<file path="src/rtl/uart_rx.sv">
`default_nettype none
// ============================================================================
//  Module   : uart_rx
//  Purpose  : UART receiver for the USB-RS232 bridge. Synchronises the serial
//             input, detects the start bit and samples 8N1 frames at mid-bit.
//             Each received byte comes with a one-cycle valid strobe. Framing
//             and parity errors are reported as one-cycle strobes.
//  Options  : define UART_RX_PARITY_EN for 8E1 frames (even parity bit
//             between the last data bit and the stop bit).
//  Revision : 1.0 - initial release
// ============================================================================
module uart_rx #(
  parameter int CLKS_PER_BIT = 434
) (
  input  logic       user_clock,
  input  logic       rst,
  input  logic       usb_rs232_rxd,
  output logic [7:0] rx_data,
  output logic       rx_valid,
  output logic       rx_frame_err,
  output logic       rx_parity_err,
  output logic       rx_busy
);

  // Half a bit period positions the first sample in the middle of the start
  // bit. Every later sample is one full bit period after the previous one.
  localparam logic [15:0] c_HALF_BIT    = 16'(CLKS_PER_BIT / 2);
  localparam logic [15:0] c_FULL_BIT_M1 = 16'(CLKS_PER_BIT - 1);

  typedef enum logic [2:0] {
    ST_IDLE      = 3'd0,
    ST_START     = 3'd1,
    ST_DATA      = 3'd2,
`ifdef UART_RX_PARITY_EN
    ST_PARITY    = 3'd3,
`endif
    ST_STOP      = 3'd4,
    ST_WAIT_HIGH = 3'd5
  } state_t;

  logic        rxd_meta_q;
  logic        rxd_s_q;
  state_t      state_q,  state_d;
  logic [15:0] baud_q,   baud_d;
  logic [2:0]  bit_q,    bit_d;
  logic [7:0]  shift_q,  shift_d;
  logic [7:0]  data_q,   data_d;
  logic        valid_q,  valid_d;
  logic        ferr_q,   ferr_d;
`ifdef UART_RX_PARITY_EN
  logic        par_bad_q, par_bad_d;
  logic        perr_q,    perr_d;
`endif

  logic        w_sample;

  // The baud counter reaching zero marks a sample point in every timed state.
  assign w_sample = (baud_q == 16'd0);

  // Two-flop synchroniser; resets to the idle (high) line level so that a
  // reset never looks like a start bit by itself.
  always_ff @(posedge user_clock) begin
    if (!rst) begin
      rxd_meta_q <= 1'b1;
      rxd_s_q    <= 1'b1;
    end else begin
      rxd_meta_q <= usb_rs232_rxd;
      rxd_s_q    <= rxd_meta_q;
    end
  end

  // State, timing and result registers.
  always_ff @(posedge user_clock) begin
    if (!rst) begin
      state_q   <= ST_IDLE;
      baud_q    <= 16'd0;
      bit_q     <= 3'd0;
      shift_q   <= 8'h00;
      data_q    <= 8'h00;
      valid_q   <= 1'b0;
      ferr_q    <= 1'b0;
`ifdef UART_RX_PARITY_EN
      par_bad_q <= 1'b0;
      perr_q    <= 1'b0;
`endif
    end else begin
      state_q   <= state_d;
      baud_q    <= baud_d;
      bit_q     <= bit_d;
      shift_q   <= shift_d;
      data_q    <= data_d;
      valid_q   <= valid_d;
      ferr_q    <= ferr_d;
`ifdef UART_RX_PARITY_EN
      par_bad_q <= par_bad_d;
      perr_q    <= perr_d;
`endif
    end
  end

  // Next-state logic: walks the frame bit by bit, sampling at mid-bit and
  // raising exactly one result strobe per completed frame.
  always_comb begin
    state_d   = state_q;
    baud_d    = baud_q;
    bit_d     = bit_q;
    shift_d   = shift_q;
    data_d    = data_q;
    valid_d   = 1'b0;
    ferr_d    = 1'b0;
`ifdef UART_RX_PARITY_EN
    par_bad_d = par_bad_q;
    perr_d    = 1'b0;
`endif

    case (state_q)
      ST_IDLE: begin
        if (!rxd_s_q) begin
          state_d = ST_START;
          baud_d  = c_HALF_BIT;
          bit_d   = 3'd0;
        end
      end

      ST_START: begin
        if (w_sample) begin
          if (!rxd_s_q) begin
            state_d = ST_DATA;
            baud_d  = c_FULL_BIT_M1;
          end else begin
            // Line went back high before mid-bit: treat as a glitch.
            state_d = ST_IDLE;
          end
        end else begin
          baud_d = baud_q - 16'd1;
        end
      end

      ST_DATA: begin
        if (w_sample) begin
          shift_d = {rxd_s_q, shift_q[7:1]};
          baud_d  = c_FULL_BIT_M1;
          bit_d   = bit_q + 3'd1;
          if (bit_q == 3'd7) begin
`ifdef UART_RX_PARITY_EN
            state_d = ST_PARITY;
`else
            state_d = ST_STOP;
`endif
          end
        end else begin
          baud_d = baud_q - 16'd1;
        end
      end

`ifdef UART_RX_PARITY_EN
      ST_PARITY: begin
        if (w_sample) begin
          // Even parity: the parity bit must equal the XOR of the data bits.
          par_bad_d = rxd_s_q ^ (^shift_q);
          baud_d    = c_FULL_BIT_M1;
          state_d   = ST_STOP;
        end else begin
          baud_d = baud_q - 16'd1;
        end
      end
`endif

      ST_STOP: begin
        if (w_sample) begin
          baud_d = c_FULL_BIT_M1;
          if (rxd_s_q) begin
            state_d = ST_IDLE;
`ifdef UART_RX_PARITY_EN
            if (par_bad_q) begin
              perr_d = 1'b1;
            end else begin
              data_d  = shift_q;
              valid_d = 1'b1;
            end
`else
            data_d  = shift_q;
            valid_d = 1'b1;
`endif
          end else begin
            // A framing error outranks a parity error, and a line stuck low
            // must not restart reception until it has gone high again.
            ferr_d  = 1'b1;
            state_d = ST_WAIT_HIGH;
          end
        end else begin
          baud_d = baud_q - 16'd1;
        end
      end

      ST_WAIT_HIGH: begin
        if (rxd_s_q) begin
          state_d = ST_IDLE;
        end
      end

      default: begin
        state_d = ST_IDLE;
      end
    endcase
  end

  assign rx_data      = data_q;
  assign rx_valid     = valid_q;
  assign rx_frame_err = ferr_q;
`ifdef UART_RX_PARITY_EN
  assign rx_parity_err = perr_q;
`else
  assign rx_parity_err = 1'b0;
`endif
  assign rx_busy      = (state_q != ST_IDLE);

endmodule
`default_nettype wire

</file>
<file path="config.mk">
export PLATFORM = sky130hd
export DESIGN_NAME = uart_rx
export DESIGN_NICKNAME = d
export VERILOG_FILES = /design/src/rtl/uart_rx.sv
export SDC_FILE = /design/constraint.sdc
export NUM_CORES = 1
export LEC_CHECK = 0
export ABC_AREA = 0
export BUFFER_PORTS_ARGS = -buffer_cell sky130_fd_sc_hd__buf_4
export CORE_MARGIN = 2
export CORE_UTILIZATION = 45
export CTS_CLUSTER_DIAMETER = 60
export DETAILED_ROUTE_END_ITERATION = 10
export SLEW_MARGIN = 20
export SYNTH_ARGS = -nofsm -noshare
export SYNTH_HDL_FRONTEND = slang
export SYNTH_SLANG_ARGS = --single-unit
</file>
<file path="constraint.sdc">
create_clock -name user_clock -period 2.8 [get_ports user_clock]
set_input_delay 0.28 -clock user_clock [delete_from_list [all_inputs] [get_ports user_clock]]
set_output_delay 0.28 -clock user_clock [all_outputs]
set_load 0.02 [all_outputs]
</file>
# Word-level counts from Yosys, hierarchy flattened
# Index checks and enable logic that the tools add are counted.
dict set report word_totals {
  ff_bits 42
  input_bits 3
  output_inout_bits 12
}
dict set report classes {
  add_sub_neg 2
  eq_ne 12
  muxes 19
  n_reduce_logical 12
}
# op n
set ops {}
lappend ops {{16-bit 2-to-1 mux} 4}
lappend ops {{16-bit one-hot mux with 3 select lines} 1}
lappend ops {{3-bit 2-to-1 mux} 9}
lappend ops {{16-bit zero test} 1}
lappend ops {{16-bit by 1-bit subtractor with 16-bit output, second input constant} 1}
lappend ops {{3-bit one-hot mux with 5 select lines} 1}
lappend ops {{2-bit inequality test, second input constant} 6}
lappend ops {{3-bit AND reduction} 4}
lappend ops {{3-bit == test, second input constant} 3}
lappend ops {{3-bit one-hot mux with 2 select lines} 1}
lappend ops {{6-bit AND reduction} 1}
lappend ops {{3-bit nonzero test} 2}
lappend ops {{3-bit by 1-bit adder with 3-bit output, second input constant} 1}
lappend ops {{3-bit by 1-bit == test with 1-bit output, second input constant} 1}
lappend ops {{3-bit by 2-bit == test with 1-bit output, second input constant} 1}
lappend ops {{3-bit zero test} 1}
lappend ops {{3-bit inequality test, second input constant} 1}
lappend ops {{1-bit 2-to-1 mux} 2}
lappend ops {{2-bit 2-to-1 mux} 1}
lappend ops {{2-bit AND reduction} 1}
lappend ops {{2-bit nonzero test} 1}
lappend ops {{2-bit OR reduction} 1}

# Longest topological paths before layout
# Gate-level depths: netlist (run 1).
dict set report depth {
  ltp_word 4
  ltp_mapped 9
  depth_no_buf 7
}

# Worst setup path after synthesis (run 1)
# OpenSTA, ideal clock, no wires.
dict set report synth_timing {
  kind {reg2reg}
  from {reg baud_q[0]}
  to {reg baud_q[14]}
  setup_time_ps 86
  arrival_time_ps 2111
  slack_ps 604
  stages_incl_launch_ff 8
  path_cell_list {dfxtp_1 -> inv_1 -> ha_1 -> nor3b_1 -> nand2_1 -> or4_1 -> or3_1 -> a211oi_1}
}
dict set report synth_between {
  elab_chain_len 3
  elab_cells_between_ends 7
  classes_between {add/sub: 1; eq/ne: 1; mux: 3; reduce/logical: 2}
}
# element line_no
set synth_rtl {}
lappend synth_rtl {{from (decl)} 44} ;# logic [15:0] baud_q, baud_d;
lappend synth_rtl {{from (signal assigned)} 88} ;# baud_q <= baud_d;
lappend synth_rtl {{16-bit by 1-bit subtractor with 16-bit output / 16-bit zero test (equally long branches)} --}
lappend synth_rtl {{16-bit 2-to-1 mux (tied with other cells)} {140, 170}}
lappend synth_rtl {{16-bit one-hot mux with 3 select lines / 3-bit AND reduction (equally long branches)} --}
# Several ways; a longest one is shown, not always the timed one.
# A chain may end at the register's enable or synchronous reset.

# Worst setup path in the final report (run 1)
dict set report layout_timing {
  from {reg baud_q[0]}
  to {reg baud_q[15]}
}
# The elaborated chain is that of the path after synthesis.

==> impl_metrics.tcl, run 1 <==
set metrics [dict create \
    crit_arrival_ps 2560 \
    grt-ovfl-total 0 \
    yosysMostFrequentCell "dfxtp_1" \
    sw_frac_of_total_pct 33.64 \
    grt_max_degree 24 \
    required_ps 3030 \
    path_depth 8 \
    slowest_stage "or4b_4" \
    path_clk_slew_ps 90 \
    start_util_pct 46.35 \
    min_path_type "input pin to flip-flop" \
    crit_end "baud_q[15]" \
    synth_edf_count 0 \
    yosys_warnings 0 \
    die_area_sq_um 5004 \
    finalNetCount 253 \
    area_delta_synth_final_pct 11.05 \
    finalSetupTns_ps 0 \
    ioPinCount 15 \
    tightestPinTransition_ps 556.1 \
    p_seq_share_pct 46.4 \
    critPathLaunch "baud_q[0]" \
    combPwrFrac_pct 23.5 \
    synthCells 232 \
    ir_drop_mv 0.4323 \
    synth_area_sq_um 2004 \
    hold_depth 2 \
    critical_path_buf_inv_count 2 \
    grt_pass1_wl_microns 7265 \
    via_count 1700 \
    synth_common_cells "42 x dfxtp_1, 24 x a21oi_1, 23 x nand2_1" \
    clock_sinks 42 \
    yosys_most_used_dff "dfxtp_1" \
    syn_avg_cell_area_sq_um 8.640 \
    p_switching_uw 478.8 \
    crit_path_max_fanout 23 \
    yosysTopAreaCell "dfxtp_1" \
    drtIter0Drc 75 \
    crit_chain "inv_1 -> ha_1 -> nor3b_1 -> buf_4 -> and4_1 -> o21ba_2 -> or4b_4 -> a211oi_2" \
    finalSetupViolations 0 \
    die_h_microns 70.74 \
    p_int_uw 944.4 \
    ctsLongestPathBuffers 2 \
    grt_pass1_vias 1604 \
    place_area_sq_um 2131 \
    stdcell_area_sq_um 2226 \
    drive_above_1_share_pct 16.13 \
    synth_area_leaders "dfxtp_1 42%, a21oi_1 6.0%, nand2_1 4.3%" \
    root_buffer "clkbuf_8" \
    hold_violations 0 \
    post-cts-setup-buffers 0 \
    rrSetupSlack_ps 470 \
    layout_min_cycle_time_ps 2330 \
    timing.rr.start "baud_q[0]" \
    cp-start-kind "flip-flop" \
    port_buffers 13 \
    ys_types 49 \
    crit_family "simple AND/OR/NAND/NOR gates" \
    worstSetupEndpointType "flip-flop" \
    powerDensity_nw_per_um2 639.4 \
    ys_ff_latch 42 \
    synth.top_cell.area_share_pct 41.95 \
    leakage_nw 0.8152 \
    die_w_microns 70.74 \
    insertion_delay_ps 310 \
    ys_seq_area_share_pct 41.95 \
    place_congestion 0.7902 \
    hold_buffers 0 \
    drt_drc_violations_left 0 \
    ff2ff_path_depth 8 \
    wl_per_cell_microns 13.68 \
    rows 24 \
    clkPwrFrac_pct 30.1 \
    drtPass1Iterations 4 \
    final.setup_skew_ps 6.467 \
    hpwl_microns 2785 \
    post-route-period-util_pct 83.20 \
    cts_tree "yes" \
    synthArstFlopShare_pct 0 \
    wirelength_microns 4104 \
    cap_violations 0 \
    cts_made_buffers 5 \
    slew_headroom_pct 62.70 \
    outcome "finished clean" \
    rsz0062_at_grt "false" \
    drv_slew 0 \
    track_usage_pct 17.94 \
    ant_nets 0 \
    cts_resized 0 \
    max_freq_mhz 429.3 \
    syn-num-nets 238 \
    avgViaCountPerCell 5.667 \
    core_region_area_sq_um 4324 \
    diodes 0 \
    fillCellCount 424 \
    criticalPathCategory "flip-flop to flip-flop" \
    grt_antenna_before_repair 0 \
    r2r-end "baud_q[15]" \
    cpPeakStageDelay_ps 550 \
    htree_levels 2 \
]
[cell families after synthesis]
group	count (synthesis)	share of synthesized area (%)
AND/OR/NAND/NOR	98	26.78
AO/OA/AOI/OAI	60	18.98
flip-flops	42	41.95
buffers and inverters	18	5.368
multiplexers	8	3.995
adder cells (fa/ha/maj)	3	1.873
XOR/XNOR	2	0.8741
other	1	0.1871
[placed cells by master, fill, tap and decap left out, types with 3 or more instances in the layout]
master,n
a211oi_1,6
a21oi_1,24
buf_4,19
clkbuf_8,5
dfxtp_1,42
ha_1,3
inv_1,6
inv_6,3
mux2i_1,8
nand2_1,23
nand2b_1,4
nand3_1,3
nand4_1,4
nor2_1,22
nor2b_1,3
nor3_1,6
nor4_1,5
o21ai_0,12
o41ai_1,3
or2_2,3
or3_1,6
or4_1,8
[flip-flops by register name, indices dropped and copies added (netlist names)]
signal        flops
baud_q           16
rx_data           8
shift_q           8
bit_q             3
state_q           3
rx_frame_err      1
rx_valid          1
rxd_meta_q        1
rxd_s_q           1
[power by group through the flow]
stage / clock network [mW] / logic (mW) / registers [mW]
global placement: 0 / 0.333 / 0.673
CTS: 0.440 / 0.334 / 0.660
detailed placement: 0 / 0.333 / 0.674
floorplan: 0 / 0.261 / 0.665
finish: 0.428 / 0.335 / 0.661
global route: 0.460 / 0.376 / 0.667
[layout make-up]
class / count / area [sq um] / share of cell area, %
Multi-Input combinational cell: 172 / 1056 / 47.44
Sequential cell: 42 / 840.8 / 37.77
Clock buffer: 5 / 68.82 / 3.092
Timing Repair Buffer: 19 / 142.6 / 6.408
Inverter: 7 / 26.28 / 1.180
Clock inverter: 3 / 26.28 / 1.180
Tap cell: 52 / 65.06 / 2.923
[metal layers]
metal | wire length (microns) | up-vias | GRT usage [%]
li1 | - | 880 | -
met1 | 2115 | 782 | 24.62
met2 | 1764 | 33 | 27.73
met3 | 157 | 5 | 4.274
met4 | 66 | 0 | 6.289
met5 | 0 | - | 0
[stage by stage]
step,utilization (%),hold WS [ps],total power [mW],setup slack [ps],cells
after floorplan,-,381.5,0.9257,603.7,232
after global placement,49.28,391.7,1.005,552.0,292
after detailed placement,49.28,393.3,1.007,502.5,292
after CTS,51.48,145.5,1.434,482.1,300
after global routing,51.48,153.1,1.503,329.6,300
final,51.48,155.0,1.423,470.4,300
[worst min-delay path by stage]
stage / to / startpoint / slack, ps
3_3_place_gp: rxd_s_q / rxd_meta_q / 390
4_1_cts: rxd_meta_q / usb_rs232_rxd / 150
2_1_floorplan: rxd_meta_q / usb_rs232_rxd / 380
5_1_grt: rxd_meta_q / usb_rs232_rxd / 150
3_5_place_dp: rxd_s_q / rxd_meta_q / 390
6_report: rxd_meta_q / usb_rs232_rxd / 150
Note: power is estimated with default switching activity, not from simulation.
==> run 2: changes to the inputs <==
--- a/config.mk
+++ b/config.mk
@@ -5,7 +5,7 @@
 export SDC_FILE = /design/constraint.sdc
 export NUM_CORES = 1
 export LEC_CHECK = 0
-export ABC_AREA = 0
+export ABC_AREA = 1
 export BUFFER_PORTS_ARGS = -buffer_cell sky130_fd_sc_hd__buf_4
 export CORE_MARGIN = 2
 export CORE_UTILIZATION = 45
==> constraint.sdc (replaced) <==
create_clock -name user_clock -period 2.1 [get_ports user_clock]
set_input_delay 0.21 -clock user_clock [delete_from_list [all_inputs] [get_ports user_clock]]
set_output_delay 0.21 -clock user_clock [all_outputs]
set_load 0.02 [all_outputs]
==> impl_metrics.tcl, run 2 <==
set metrics [dict create \
    insertion_delay_ps 300 \
    synthCells 318 \
    yosys_warnings 0 \
    drt_drc_violations_left 0 \
    area_delta_synth_final_pct 11.22 \
    cts_made_buffers 5 \
    hold_buffers 0 \
    holdWs_ps 100.5 \
    finalSetupViolations 0 \
    post-route-period-util_pct 84.71 \
    power_mw 4.166 \
    path_clk_slew_ps 80 \
    leakage_nw 1.105 \
    cts_tree "yes" \
    rsz0062_at_grt "false" \
    yosys_most_used_dff "dfxtp_1" \
    synth_common_cells "73 x nand2_1, 51 x nor2_1, 42 x dfxtp_1" \
    synth.top_cell.area_share_pct 38.47 \
    grt_pass1_vias 1950 \
    die_h_microns 73.70 \
    cap_violations 0 \
    place_congestion 0.8592 \
    root_buffer "clkbuf_8" \
    grt_antenna_before_repair 0 \
    yosysMostFrequentCell "nand2_1" \
    drtIter0Drc 105 \
    ys_seq_area_share_pct 38.47 \
    pre_cts_ws_ps 338.1 \
    finalNetCount 340 \
    final_cell_mix "73 x nand2_1, 51 x nor2_1, 42 x dfxtp_1, 29 x a21oi_1, 28 x nand3_1" \
    hpwl_microns 3470 \
    ys_ff_latch 42 \
    drtPass1Iterations 4 \
    avgViaCountPerCell 5.131 \
    grt_pass1_wl_microns 8776 \
    ff2ff_path_depth 11 \
    hold_start "usb_rs232_rxd" \
    worstSetupEndpointType "flip-flop" \
    multi_input_area_sq_um 1175 \
    synth_area_leaders "dfxtp_1 38%, nand2_1 13%, nor2_1 8.8%" \
    crit_path_max_fanout 15 \
    diodes 0 \
    rrSetupSlack_ps 320 \
    clock_sinks 42 \
    rows 25 \
    ant_nets 0 \
    port_buffers 13 \
    die_area_sq_um 5431 \
    die_w_microns 73.70 \
    criticalPathCategory "flip-flop to flip-flop" \
    outcome "finished clean" \
    ys_types 30 \
    regArea_sq_um 840.8 \
    largest_reg_flops 16 \
    synth_edf_count 0 \
    hold_violations 0 \
    ioPinCount 15 \
    grt-ovfl-total 0 \
    crit_end "bit_q[1]" \
    track_usage_pct 20.63 \
    hold_depth 2 \
    max_freq_mhz 562.1 \
    place_area_sq_um 2336 \
    crit_chain "inv_1 -> ha_1 -> nand2_2 -> nor2_8 -> nand2_4 -> clkinv_4 -> nand2_4 -> nand2_2 -> nand3_1 -> nand2_1 -> nor2_1" \
    drv_slew 0 \
    synth_area_sq_um 2186 \
    ctsLongestPathBuffers 2 \
    core_region_area_sq_um 4692 \
    finalSetupTns_ps 0 \
    syn_avg_cell_area_sq_um 6.874 \
    layout_commonest_cell "nand2_1" \
    syn-num-nets 324 \
    post-cts-setup-buffers 0 \
    layout_min_cycle_time_ps 1779 \
    wirelength_microns 4919 \
    setup_slack_ps 321.1 \
    required_ps 2290 \
    synthArstFlopShare_pct 0 \
    cpPeakStageDelay_ps 310 \
    cts_resized 0 \
    min_path_type "input pin to flip-flop" \
    drive_above_1_share_pct 15.52 \
    final.setup_skew_ps 6.764 \
    start_util_pct 46.59 \
    slowest_stage "dfxtp_1" \
    powerDensity_nw_per_um2 1713 \
    regMostFlops "baud_q" \
    timing.rr.start "baud_q[0]" \
    r2r-end "bit_q[1]" \
    yosysTopAreaCell "dfxtp_1" \
    stdcell_area_sq_um 2431 \
    wl_per_cell_microns 12.65 \
    critPathLaunch "baud_q[0]" \
    via_count 1996 \
    fillCellCount 493 \
    ir_drop_mv 0.6675 \
    cp-start-kind "flip-flop" \
    grt_max_degree 18 \
    crit_arrival_ps 1970 \
    htree_levels 2 \
]
run 2: changes by cell type in the layout (fill, tap and decap cells not counted), moves of 6 or more:
cell	previous run	this run
mux2i_1	8	0
a211oi_1	6	0
nand4_1	4	10
nand2_1	23	73
nor2_1	22	51
nand3_1	3	28
or4_1	8	0
inv_1	6	27
or3_1	6	0
run 2: stage by stage:
stage,std cells,utilization [%]
after floorplan,318,-
after global placement,381,49.79
after detailed placement,381,49.79
after CTS,389,51.81
after global routing,389,51.81
final,389,51.81
run 2: how the worst min path moves through the flow:
stage / endpoint / slack [ps]
after floorplan: rxd_meta_q / 320
after global placement: rxd_s_q / 390
after detailed placement: rxd_meta_q / 400
after CTS: rxd_meta_q / 90
after global routing: rxd_meta_q / 110
final: rxd_meta_q / 100
run 2: power breakdown:
group	internal, mW	switching (mW)
clock network	0.264	0.288
logic	0.802	1.69
registers	0.955	0.166
total	2.02	2.14
run 2: kinds of logic after synthesis:
family	after synthesis	share of synthesized area (%)
compound gates	43	9.846
xor+xnor	1	0.4008
fa+ha+maj	4	2.175
buf+inv	40	7.785
flops	42	38.47
other cells	1	0.1716
simple gates	187	41.16
run 2: per-layer routing:
layer | up-vias | global-route usage [%] | wire length, microns
met5 | - | 0 | 0
met4 | 0 | 7.475 | 78
met3 | 8 | 3.567 | 176
met2 | 31 | 35.62 | 2403
met1 | 902 | 25.57 | 2260
li1 | 1055 | - | -
run 2: cell type report:
class	instances	share of cell area, %
timing repair buffer	17	5.250
tap	54	2.779
multi-input combinational	236	48.33
clock buffer	6	3.397
inverter	32	5.147
sequential	42	34.59
clock inverter	2	0.5147
run 2: critical path: cells and delay by family (launching register included):
family	cells	cell delay, ps
flip-flops	1	310
AND/OR/NAND/NOR	8	860
adder cells (fa/ha/maj)	1	240
buffers and inverters	2	260
==> run 3: changes to the inputs <==
--- a/config.mk
+++ b/config.mk
@@ -5,7 +5,7 @@
 export SDC_FILE = /design/constraint.sdc
 export NUM_CORES = 1
 export LEC_CHECK = 0
-export ABC_AREA = 1
+export ABC_AREA = 0
 export BUFFER_PORTS_ARGS = -buffer_cell sky130_fd_sc_hd__buf_4
 export CORE_MARGIN = 2
 export CORE_UTILIZATION = 45
==> constraint.sdc (replaced) <==
create_clock -name user_clock -period 1.5 [get_ports user_clock]
set_input_delay 0.15 -clock user_clock [delete_from_list [all_inputs] [get_ports user_clock]]
set_output_delay 0.15 -clock user_clock [all_outputs]
set_load 0.02 [all_outputs]
==> impl_metrics.tcl, run 3 (same netlist as run 1, synthesis figures left out) <==
set metrics [dict create \
    outcome "finished, violations left" \
    violations "setup timing" \
    powerDensity_nw_per_um2 1110 \
    final.setup_skew_ps 9.253 \
    die_w_microns 70.74 \
    wirelength_microns 6553 \
    cp-start-kind "flip-flop" \
    insertion_delay_ps 310 \
    grt_antenna_before_repair 0 \
    ant_nets 0 \
    wl_met2_microns 3244 \
    grt-ovfl-total 0 \
    power_mw 3.861 \
    ioPinCount 15 \
    track_usage_pct 24.18 \
    ff2ff_path_depth 4 \
    die_area_sq_um 5004 \
    drt-met1-wl_microns 2972 \
    largest_reg_flops 16 \
    diodes 0 \
    utilization_pct 80.41 \
    drtIter0Drc 127 \
    path_clk_slew_ps 100 \
    hpwl_microns 3362 \
    hold_buffers 0 \
    regMostFlops "baud_q" \
    die_h_microns 70.74 \
    ir_drop_mv 0.6038 \
    layout_commonest_cell "buf_4" \
    grt_pass1_vias 2070 \
    pre_cts_ws_ps -598.7 \
    hold_depth 2 \
    hold_violations 0 \
    max_freq_mhz 465.4 \
    final_cell_mix "69 x buf_4, 31 x dfxtp_1, 22 x buf_6, 20 x nor2_1, 18 x a21oi_2" \
    start_util_pct 46.35 \
    rows 24 \
    wl_per_cell_microns 17.24 \
    drt_drc_violations_left 0 \
    drive_above_1_share_pct 64.02 \
    stdcell_area_sq_um 3477 \
    clock_sinks 42 \
    place_congestion 0.7901 \
    criticalPathCategory "flip-flop to flip-flop" \
    top_layer "met4" \
    grt_pass1_wl_microns 9798 \
    avgViaCountPerCell 5.671 \
    port_buffers 13 \
    drtPass1Iterations 4 \
    finalNetCount 333 \
    leakage_nw 1.354 \
    worstSetupEndpointType "flip-flop" \
    htree_levels 2 \
    core_region_area_sq_um 4324 \
    post-route-period-util_pct 143.2 \
    finalSetupViolations 41 \
    fillCellCount 251 \
    wl_met3_microns 202 \
    place_area_sq_um 2638 \
    crit_arrival_ps 2380 \
    rsz0062_at_grt "true" \
    setup_slack_ps -648.7 \
    cts_made_buffers 5 \
    via_count 2155 \
    root_buffer "clkbuf_8" \
    finalSetupTns_ps -16810 \
    min_path_type "input pin to flip-flop" \
    area_delta_synth_final_pct 73.47 \
    cts_tree "yes" \
    cap_violations 0 \
    crit_path_max_fanout 3 \
    layout_min_cycle_time_ps 2149 \
    grt_max_degree 17 \
    ctsLongestPathBuffers 2 \
    required_ps 1730 \
    drv_slew 0 \
]
[run 3: cell types whose count changed in the layout (fill, tap and decap cells not counted), moves of 22 or more]
cell     delta
buf_6      +22
nand3_1    -26
inv_1      -23
nor2_1     -31
a21oi_1    -23
buf_4      +52
nand2_1    -62
[run 3: timing repair]
action                     CTS  global route
cloned                       1             0
setup buffers               18             8
pin swaps                   51            32
setup endpoints to repair   41            41
resized for setup           80            69
[run 3: worst max-delay path: stages (launching register included)]
cell,delay [ps]
dfxtp_2,350
or4_4,550
or4_4,510
or4b_4,490
a211oi_2,180
[run 3: per-stage QoR]
step / hold WS (ps) / cells
floorplan: 251.5 / 232
global placement: 338.9 / 349
detailed placement: 335.2 / 349
CTS: 7.497 / 376
global route: 4.368 / 380
finish: 13.03 / 380
[run 3: layout make-up]
| class | instances | area, sq um | share of cell area [%] |
|---|---|---|---|
| Sequential cell | 42 | 859.6 | 24.72 |
| Tap cell | 52 | 65.06 | 1.871 |
| Clock buffer | 5 | 68.82 | 1.979 |
| Clock inverter | 3 | 26.28 | 0.7557 |
| Multi-Input combinational cell | 173 | 1538 | 44.22 |
| Inverter | 7 | 28.78 | 0.8276 |
| Timing Repair Buffer | 98 | 890.9 | 25.62 |
[run 3: layer usage]
| layer | vias to the layer above | global-route usage, % |
|---|---|---|
| met5 | - | 0 |
| met4 | 0 | 9.224 |
| met3 | 14 | 4.558 |
| met2 | 42 | 39.04 |
| met1 | 1062 | 32.18 |
| li1 | 1037 | - |
[run 3: final timing paths]
check	startpoint	slack (ps)	endpoint
setup / recovery	baud_q[1]	-650	baud_q[15]
hold / removal	usb_rs232_rxd	10	rxd_meta_q
setup reg to reg	baud_q[1]	-650	baud_q[15]
hold reg to reg	rxd_meta_q	430	rxd_s_q
[run 3: power breakdown]
| part | switching [mW] | internal (mW) | total (mW) |
|---|---|---|---|
| registers | 0.0473 | 1.17 | 1.22 |
| logic | 0.820 | 0.993 | 1.81 |
| clock network | 0.481 | 0.347 | 0.827 |
